File: config.mk
export PLATFORM = sky130hd
export DESIGN_NAME = servo_bank_ctrl
export DESIGN_NICKNAME = d
export VERILOG_FILES = /design/src/rtl/servo_bank_pkg.sv /design/src/rtl/servo_slew_pwm.sv /design/src/rtl/servo_bank_ctrl.sv
export SDC_FILE = /design/constraint.sdc
export NUM_CORES = 1
export LEC_CHECK = 0
export CAP_MARGIN = 30
export CORE_ASPECT_RATIO = 1.5
export CORE_MARGIN = 2
export CORE_UTILIZATION = 35
export CTS_BUF_LIST = sky130_fd_sc_hd__clkbuf_2 sky130_fd_sc_hd__clkbuf_4 sky130_fd_sc_hd__clkbuf_8
export CTS_CLUSTER_DIAMETER = 150
export CTS_CLUSTER_SIZE = 16
export DETAILED_ROUTE_END_ITERATION = 10
export PLACE_DENSITY = 0.54
export REMOVE_ABC_BUFFERS = 1
export SLEW_MARGIN = 10
export SYNTH_ARGS = -nofsm -noshare
export SYNTH_HDL_FRONTEND = slang
export SYNTH_SLANG_ARGS = --single-unit
File: constraint.sdc
create_clock -name clk -period 9.15 [get_ports clk]
set_clock_uncertainty 0.15 [all_clocks]
set_input_delay 2.745 -clock clk [delete_from_list [all_inputs] [get_ports clk]]
set_output_delay 2.745 -clock clk [all_outputs]
set_load 0.02 [all_outputs]
File: src/rtl/servo_bank_pkg.sv
// Shared types, constants and helpers for the servo bank controller.
package servo_bank_pkg;

   typedef logic [0:0] dec_state_t;

   localparam dec_state_t StSelect = 1'b0;
   localparam dec_state_t StValue  = 1'b1;

   localparam logic [7:0] BcastSelDefault = 8'hFF;

   // Bits needed to count 0..n-1; never less than one bit.
   function automatic int unsigned cnt_width(input int unsigned n);
      return (n > 1) ? $clog2(n) : 1;
   endfunction

endpackage

File: src/rtl/servo_slew_pwm.sv
// One servo channel: slew-limited current value plus registered raw PWM bit.
module servo_slew_pwm
   import servo_bank_pkg::*;
#(
   parameter int unsigned CW             = 18,
   parameter int unsigned MIN_PULSE_CLKS = 12000,
   parameter int unsigned STEP_CLKS      = 47,
   parameter logic [7:0]  RESET_VALUE    = 8'd127,
   parameter logic [7:0]  SLEW_STEP      = 8'd0
) (
   input  logic          clk,
   input  logic          rst,
   input  logic [7:0]    target,
   input  logic [CW-1:0] cnt,
   input  logic          period_start,
   output logic          pwm_raw,
   output logic [7:0]    current
);

   localparam logic [CW-1:0] MinW  = CW'(MIN_PULSE_CLKS);
   localparam logic [CW-1:0] StepW = CW'(STEP_CLKS);

   logic [7:0]    cur_q, cur_d;
   logic [7:0]    up_diff, dn_diff;
   logic [CW-1:0] width;
   logic          raw_q;

   // Current only moves at a period boundary so a pulse is never reshaped mid-period.
   always_comb begin
      up_diff = target - cur_q;
      dn_diff = cur_q - target;
      cur_d   = cur_q;
      if (period_start) begin
         if (SLEW_STEP == 8'd0) begin
            cur_d = target;
         end else if (target > cur_q) begin
            cur_d = cur_q + ((up_diff < SLEW_STEP) ? up_diff : SLEW_STEP);
         end else begin
            cur_d = cur_q - ((dn_diff < SLEW_STEP) ? dn_diff : SLEW_STEP);
         end
      end
   end

   assign width = MinW + CW'(cur_q) * StepW;

   always_ff @(posedge clk) begin
      if (rst) begin
         cur_q <= RESET_VALUE;
         raw_q <= 1'b0;
      end else begin
         cur_q <= cur_d;
         raw_q <= (cnt < width);
      end
   end

   assign pwm_raw = raw_q;
   assign current = cur_q;

endmodule

File: src/rtl/servo_bank_ctrl.sv
// N-channel servo controller: byte-stream frame decoder, shared PWM period counter
// and per-channel slew/PWM slices.
module servo_bank_ctrl
   import servo_bank_pkg::*;
#(
   parameter int unsigned N_CH           = 3,
   parameter int unsigned PERIOD_CLKS    = 240000,
   parameter int unsigned MIN_PULSE_CLKS = 12000,
   parameter int unsigned STEP_CLKS      = 47,
   parameter logic [7:0]  RESET_VALUE    = 8'd127,
   parameter logic [7:0]  SLEW_STEP      = 8'd0,
   parameter int unsigned TIMEOUT_CLKS   = 120000,
   parameter bit          INVERT_PWM     = 1'b1,
   parameter logic [7:0]  BCAST_SEL      = BcastSelDefault
) (
   input  logic            clk,
   input  logic            rst,
   input  logic            rx_valid,
   input  logic [7:0]      rx_byte,
   output logic [N_CH-1:0] pwm,
   output logic            period_start,
   output logic            frame_ok,
   output logic            frame_err
);

   localparam int unsigned    CW     = cnt_width(PERIOD_CLKS);
   localparam int unsigned    TW     = cnt_width(TIMEOUT_CLKS);
   localparam logic [CW-1:0]  CntMax = CW'(PERIOD_CLKS - 1);
   localparam logic [TW-1:0]  ToMax  = TW'(TIMEOUT_CLKS - 1);
   localparam logic [7:0]     NumCh  = 8'(N_CH);

   logic [CW-1:0]   cnt_q, cnt_d;
   logic            ps_q;
   dec_state_t      state_q, state_d;
   logic [7:0]      sel_q, sel_d;
   logic            bcast_q, bcast_d;
   logic [TW-1:0]   to_q, to_d;
   logic            wr_en;
   logic            ok_q, ok_d, err_q, err_d;
   logic [7:0]      target_q [N_CH];
   logic [N_CH-1:0] raw;
   // Per-channel current values are kept only for debug visibility.
   logic [7:0]      current_unused [N_CH];

   assign cnt_d = (cnt_q == CntMax) ? '0 : cnt_q + 1'b1;

   // period_start is registered so it stays low through reset.
   always_ff @(posedge clk) begin
      if (rst) begin
         cnt_q <= '0;
         ps_q  <= 1'b0;
      end else begin
         cnt_q <= cnt_d;
         ps_q  <= (cnt_d == '0);
      end
   end

   always_comb begin
      state_d = state_q;
      sel_d   = sel_q;
      bcast_d = bcast_q;
      to_d    = to_q;
      wr_en   = 1'b0;
      ok_d    = 1'b0;
      err_d   = 1'b0;
      case (state_q)
         StSelect: begin
            if (rx_valid) begin
               to_d = '0;
               if (rx_byte < NumCh) begin
                  sel_d   = rx_byte;
                  bcast_d = 1'b0;
                  state_d = StValue;
               end else if (rx_byte == BCAST_SEL) begin
                  bcast_d = 1'b1;
                  state_d = StValue;
               end else begin
                  err_d = 1'b1;
               end
            end
         end
         StValue: begin
            // A byte arriving on the expiry cycle still commits.
            if (rx_valid) begin
               wr_en   = 1'b1;
               ok_d    = 1'b1;
               state_d = StSelect;
            end else if (to_q == ToMax) begin
               err_d   = 1'b1;
               state_d = StSelect;
            end else begin
               to_d = to_q + 1'b1;
            end
         end
         default: state_d = StSelect;
      endcase
   end

   always_ff @(posedge clk) begin
      if (rst) begin
         state_q <= StSelect;
         sel_q   <= '0;
         bcast_q <= 1'b0;
         to_q    <= '0;
         ok_q    <= 1'b0;
         err_q   <= 1'b0;
      end else begin
         state_q <= state_d;
         sel_q   <= sel_d;
         bcast_q <= bcast_d;
         to_q    <= to_d;
         ok_q    <= ok_d;
         err_q   <= err_d;
      end
   end

   always_ff @(posedge clk) begin
      if (rst) begin
         for (int i = 0; i < N_CH; i++) target_q[i] <= RESET_VALUE;
      end else if (wr_en) begin
         for (int i = 0; i < N_CH; i++) begin
            if (bcast_q || (sel_q == 8'(i))) target_q[i] <= rx_byte;
         end
      end
   end

   for (genvar g = 0; g < N_CH; g++) begin : g_ch
      servo_slew_pwm #(
         .CW            (CW),
         .MIN_PULSE_CLKS(MIN_PULSE_CLKS),
         .STEP_CLKS     (STEP_CLKS),
         .RESET_VALUE   (RESET_VALUE),
         .SLEW_STEP     (SLEW_STEP)
      ) u_ch (
         .clk         (clk),
         .rst         (rst),
         .target      (target_q[g]),
         .cnt         (cnt_q),
         .period_start(ps_q),
         .pwm_raw     (raw[g]),
         .current     (current_unused[g])
      );
   end

   assign pwm          = raw ^ {N_CH{INVERT_PWM}};
   assign period_start = ps_q;
   assign frame_ok     = ok_q;
   assign frame_err    = err_q;

endmodule

==> reports/qor.json <==
{
  "status": {"value": "finished clean"},
  "fin_crit": {"value": 5.28, "unit": "ns"},
  "dieWidth": {"value": 132, "unit": "um"},
  "antennaDiodeCount": {"value": 0},
  "synth_sequential_area_ratio": {"value": 25.9, "unit": "%"},
  "half_perimeter_wire_length_after_detailed_placement": {"value": 14500, "unit": "um"},
  "syn-cell-area": {"value": 8590, "unit": "sq um"},
  "holdCritPathClass": {"value": "reg -> reg"},
  "rsz0062_at_grt": {"value": "no"},
  "total_power_after_layout": {"value": 0.00190, "unit": "W"},
  "synthesis.area_per_instance": {"value": 9.50, "unit": "sq um"},
  "clock-root-buffer": {"value": "clkbuf_8"},
  "cts_tree": {"value": "built"},
  "critical_path_arrival": {"value": 5.44, "unit": "ns"},
  "synth-adder-area-share": {"value": 34.0, "unit": "%"},
  "r2r-end": {"value": "g_ch[0].u_ch.pwm_raw"},
  "max-cap-violations": {"value": 0},
  "tightest_slew": {"value": 0.720, "unit": "ns"},
  "drt_pass1_iterations": {"value": 4},
  "finish_stage_setup_viols": {"value": 0},
  "via_count": {"value": 6131},
  "post_synth_and_or_nand_nor_area_fraction": {"value": 16.0, "unit": "%"},
  "finish.net_count": {"value": 1119},
  "crit_chain": {"value": "fa_1 -> inv_1 -> fa_1 -> fa_1 -> fa_1 -> inv_1 -> ha_1 -> a21oi_1 -> o21ai_0 -> or4_1 -> nand2_1 -> xor2_1 -> ha_1 -> a21o_1 -> a21oi_1 -> nor2b_1 -> o21ai_0 -> nand3_1 -> a41oi_1"},
  "critPathLaunchType": {"value": "register"},
  "clock_pin_slew_on_the_worst_setup_and_hold_paths": {"value": 0.12, "unit": "ns"},
  "power.density": {"value": 205, "unit": "nW/um^2"},
  "max_freq": {"value": 189, "unit": "MHz"},
  "cts.repair.resized": {"value": 0},
  "clockBufferDepth": {"value": 2},
  "compound_cell_area_share_of_the_yosys_netlist": {"value": 10.7, "unit": "%"},
  "hold_buffers": {"value": 0},
  "r2r-start": {"value": "g_ch[0].u_ch.current[5]"},
  "ir_worst_vdd": {"value": 0.0894, "unit": "mV"},
  "slowest_stage": {"value": "dfxtp_1"},
  "timing_hold_violations_final": {"value": 0},
  "worstPathMaxFanout": {"value": 7},
  "drt_wl_total": {"value": 18300, "unit": "um"},
  "p_leak": {"value": 4.00, "unit": "nW"},
  "endpoint_required_time_on_the_critical_path": {"value": 9.31, "unit": "ns"},
  "fin_crit_sh": {"value": 57.7, "unit": "%"},
  "hold_depth": {"value": 2},
  "antenna_found_initial": {"value": 0},
  "timing.max_slew.rel_slack": {"value": 51.8, "unit": "%"},
  "clock_latency": {"value": 0.40, "unit": "ns"},
  "endpoint_kind": {"value": "register"},
  "drt-initial-drc-count": {"value": 184},
  "grt_pass1_vias": {"value": 6338},
  "grt_pass1_wl": {"value": 31300, "unit": "um"},
  "min_from": {"value": "target_q[0][19]"},
  "post_synth_mux_area_share": {"value": 1.31, "unit": "%"},
  "largest_family_of_logic_cells_by_synthesized_area": {"value": "adder cells"},
  "report.final.slew_viol_count": {"value": 0},
  "gp_routability_congestion": {"value": 0.768},
  "worstHoldEndpoint": {"value": "g_ch[2].u_ch.current[3]"},
  "port_buffer_count": {"value": 16},
  "placementRows": {"value": 70},
  "timing.critical_path.mode_cell": {"value": "fa_1"},
  "start_util": {"value": 35.4, "unit": "%"},
  "sum_of_overflow_across_all_layers_after_global_routing": {"value": 0},
  "route.detailed.wl_per_inst": {"value": 14.7, "unit": "um"},
  "postCtsSetupBuffers": {"value": 0},
  "max_stage_delay": {"value": 0.58, "unit": "ns"},
  "grt_start_max_net_pins": {"value": 44},
  "die_area": {"value": 25800, "unit": "sq um"},
  "netlist_instances": {"value": 905},
  "share_of_flip_flops_with_an_asynchronous_set_or_reset_after_synthesis": {"value": 0, "unit": "%"},
  "fin_tns_setup": {"value": 0, "unit": "ns"},
  "critPathKind": {"value": "reg -> reg"},
  "layout.filler_cells": {"value": 2457},
  "total_number_of_yosys_warnings": {"value": 0},
  "synthFlopType": {"value": "dfxtp_1"},
  "drc_errors": {"value": 0},
  "die_height": {"value": 196, "unit": "um"},
  "pin_count": {"value": 17},
  "synthXorXnorAreaFrac": {"value": 4.99, "unit": "%"},
  "grt_util_all_layers": {"value": 14.9, "unit": "%"},
  "final_layout_size_suffix_gt1_share": {"value": 4.24, "unit": "%"},
  "synthToLayoutAreaGrowth": {"value": 7.79, "unit": "%"},
  "timing.reg2reg.worst_path_depth": {"value": 19},
  "drt.antenna.violating_nets": {"value": 0},
  "viasPerCell": {"value": 4.93},
  "synth_enable_flop_cells": {"value": 24},
  "tritoncts_num_sinks": {"value": 99},
  "number_of_clock_buffers_inserted_by_tritoncts": {"value": 9},
  "synth_seq_cells": {"value": 99},
  "area_of_the_placeable_core": {"value": 24300, "unit": "sq um"},
  "reg2reg_slack": {"value": 3.87, "unit": "ns"},
  "clock_tree.htree_level_count": {"value": 3},
  "yosysUniqueCellTypes": {"value": 65}
}
[cells by family after synthesis]
family                     count (synthesis)
and+or+nand+nor                          266
adders and majority gates                194
buffers and inverters                    152
AOI/OAI and AO/OA                        134
DFF                                       99
xor gates and xnor gates                  49
muxes                                     11
[critical path: cells and delay by family (launching register included)]
kind,cells,cell delay (ns)
AO/OA/AOI/OAI,6,0.99
XOR/XNOR,1,0.17
adder cells (fa/ha/maj),6,2.52
buffers and inverters,2,0.12
flip-flops,1,0.58
AND/OR/NAND/NOR,4,0.68
[cells in the mapped netlist (all sizes together) (15+ instances only)]
cell | count | area [sq um]
a21o | 18 | 135
a21oi | 29 | 145
dfxtp | 75 | 1500
edfxtp | 24 | 721
fa | 66 | 1320
ha | 128 | 1600
inv | 129 | 484
nand2 | 64 | 248
nand3 | 20 | 115
nor2 | 64 | 240
nor3 | 20 | 100
nor4 | 15 | 100
o211ai | 23 | 173
o21ai | 20 | 100
xnor2 | 26 | 228
xor2 | 23 | 201
[registers in the layout (all words and copies together), names as in the netlist]
signal / cells
bcast_q: 1
cnt_q: 18
frame_err: 1
frame_ok: 1
g_ch.u_ch.current: 24
g_ch.u_ch.pwm_raw: 3
period_start: 1
sel_q: 8
state_q: 1
target_q: 24
to_q: 17
[stage by stage]
stage / utilization, % / setup WS [ns] / cell area, sq um / hold WS [ns] / cells
after floorplan: - / 4.25 / 8460 / 0.280 / 882
after global placement: 37.3 / 3.99 / 9050 / 0.294 / 1225
after detailed placement: 37.3 / 3.85 / 9060 / 0.296 / 1227
after CTS: 38.2 / 3.82 / 9260 / 0.318 / 1243
after global routing: 38.2 / 3.54 / 9260 / 0.344 / 1243
final: 38.2 / 3.87 / 9260 / 0.309 / 1243
[layer usage]
| layer | part of all wire, % | GRT usage [%] |
|---|---|---|
| met1 | 43 | 17.2 |
| met2 | 54 | 28.5 |
| met3 | 1.3 | 1.71 |
| met4 | 1.4 | 4.31 |
| met5 | 0 | 0 |
[layout make-up]
cell class                 count  area, sq um  share of cell area, %
multi-input combinational    654         5760                   62.1
sequential                    99         2220                   24.0
inverter                     129          484                   5.23
tap                          324          405                   4.38
timing repair buffer          21          193                   2.08
clock buffer                  10          131                   1.42
clock inverter                 6         71.3                  0.770
[power breakdown]
| group | leakage [nW] | switching (W) | internal (W) |
|---|---|---|---|
| logic | 3.11 | 0.000612 | 0.000508 |
| clock network | 0.103 | 0.000174 | 0.000133 |
| registers | 0.786 | 0.0000164 | 0.000456 |
[placed cells by master (no fill, tap or decap), drive strengths merged, types with 3 or more instances in the layout]
cell / count
a31oi: 7
xor2: 23
ha: 128
and3: 5
mux2i: 9
o21a: 4
nor3: 20
dfxtp: 75
fa: 66
nand3: 20
o21ai: 20
a311oi: 3
or4: 3
clkbuf: 10
edfxtp: 24
a21o: 18
a211oi: 8
nor2b: 9
inv: 132
nor3b: 5
nand4: 12
and4: 4
or2: 5
nor4b: 3
a21boi: 3
nand2b: 14
clkdlybuf4s50: 16
nand2: 64
nand3b: 4
a31o: 3
nor4: 15
nor2: 64
a21oi: 29
xnor2: 26
o211ai: 23
and2: 10
buf: 5
[how the worst max path moves through the flow]
stage	slack, ns	startpoint	to
floorplan	4.25	g_ch[0].u_ch.current[5]	g_ch[0].u_ch.pwm_raw
global placement	3.99	g_ch[0].u_ch.current[5]	g_ch[0].u_ch.pwm_raw
detailed placement	3.85	g_ch[0].u_ch.current[5]	g_ch[0].u_ch.pwm_raw
CTS	3.82	g_ch[0].u_ch.current[5]	g_ch[0].u_ch.pwm_raw
global route	3.54	g_ch[0].u_ch.current[5]	g_ch[0].u_ch.pwm_raw
finish	3.87	g_ch[0].u_ch.current[5]	g_ch[0].u_ch.pwm_raw
Power figures use the tool's default switching activity.
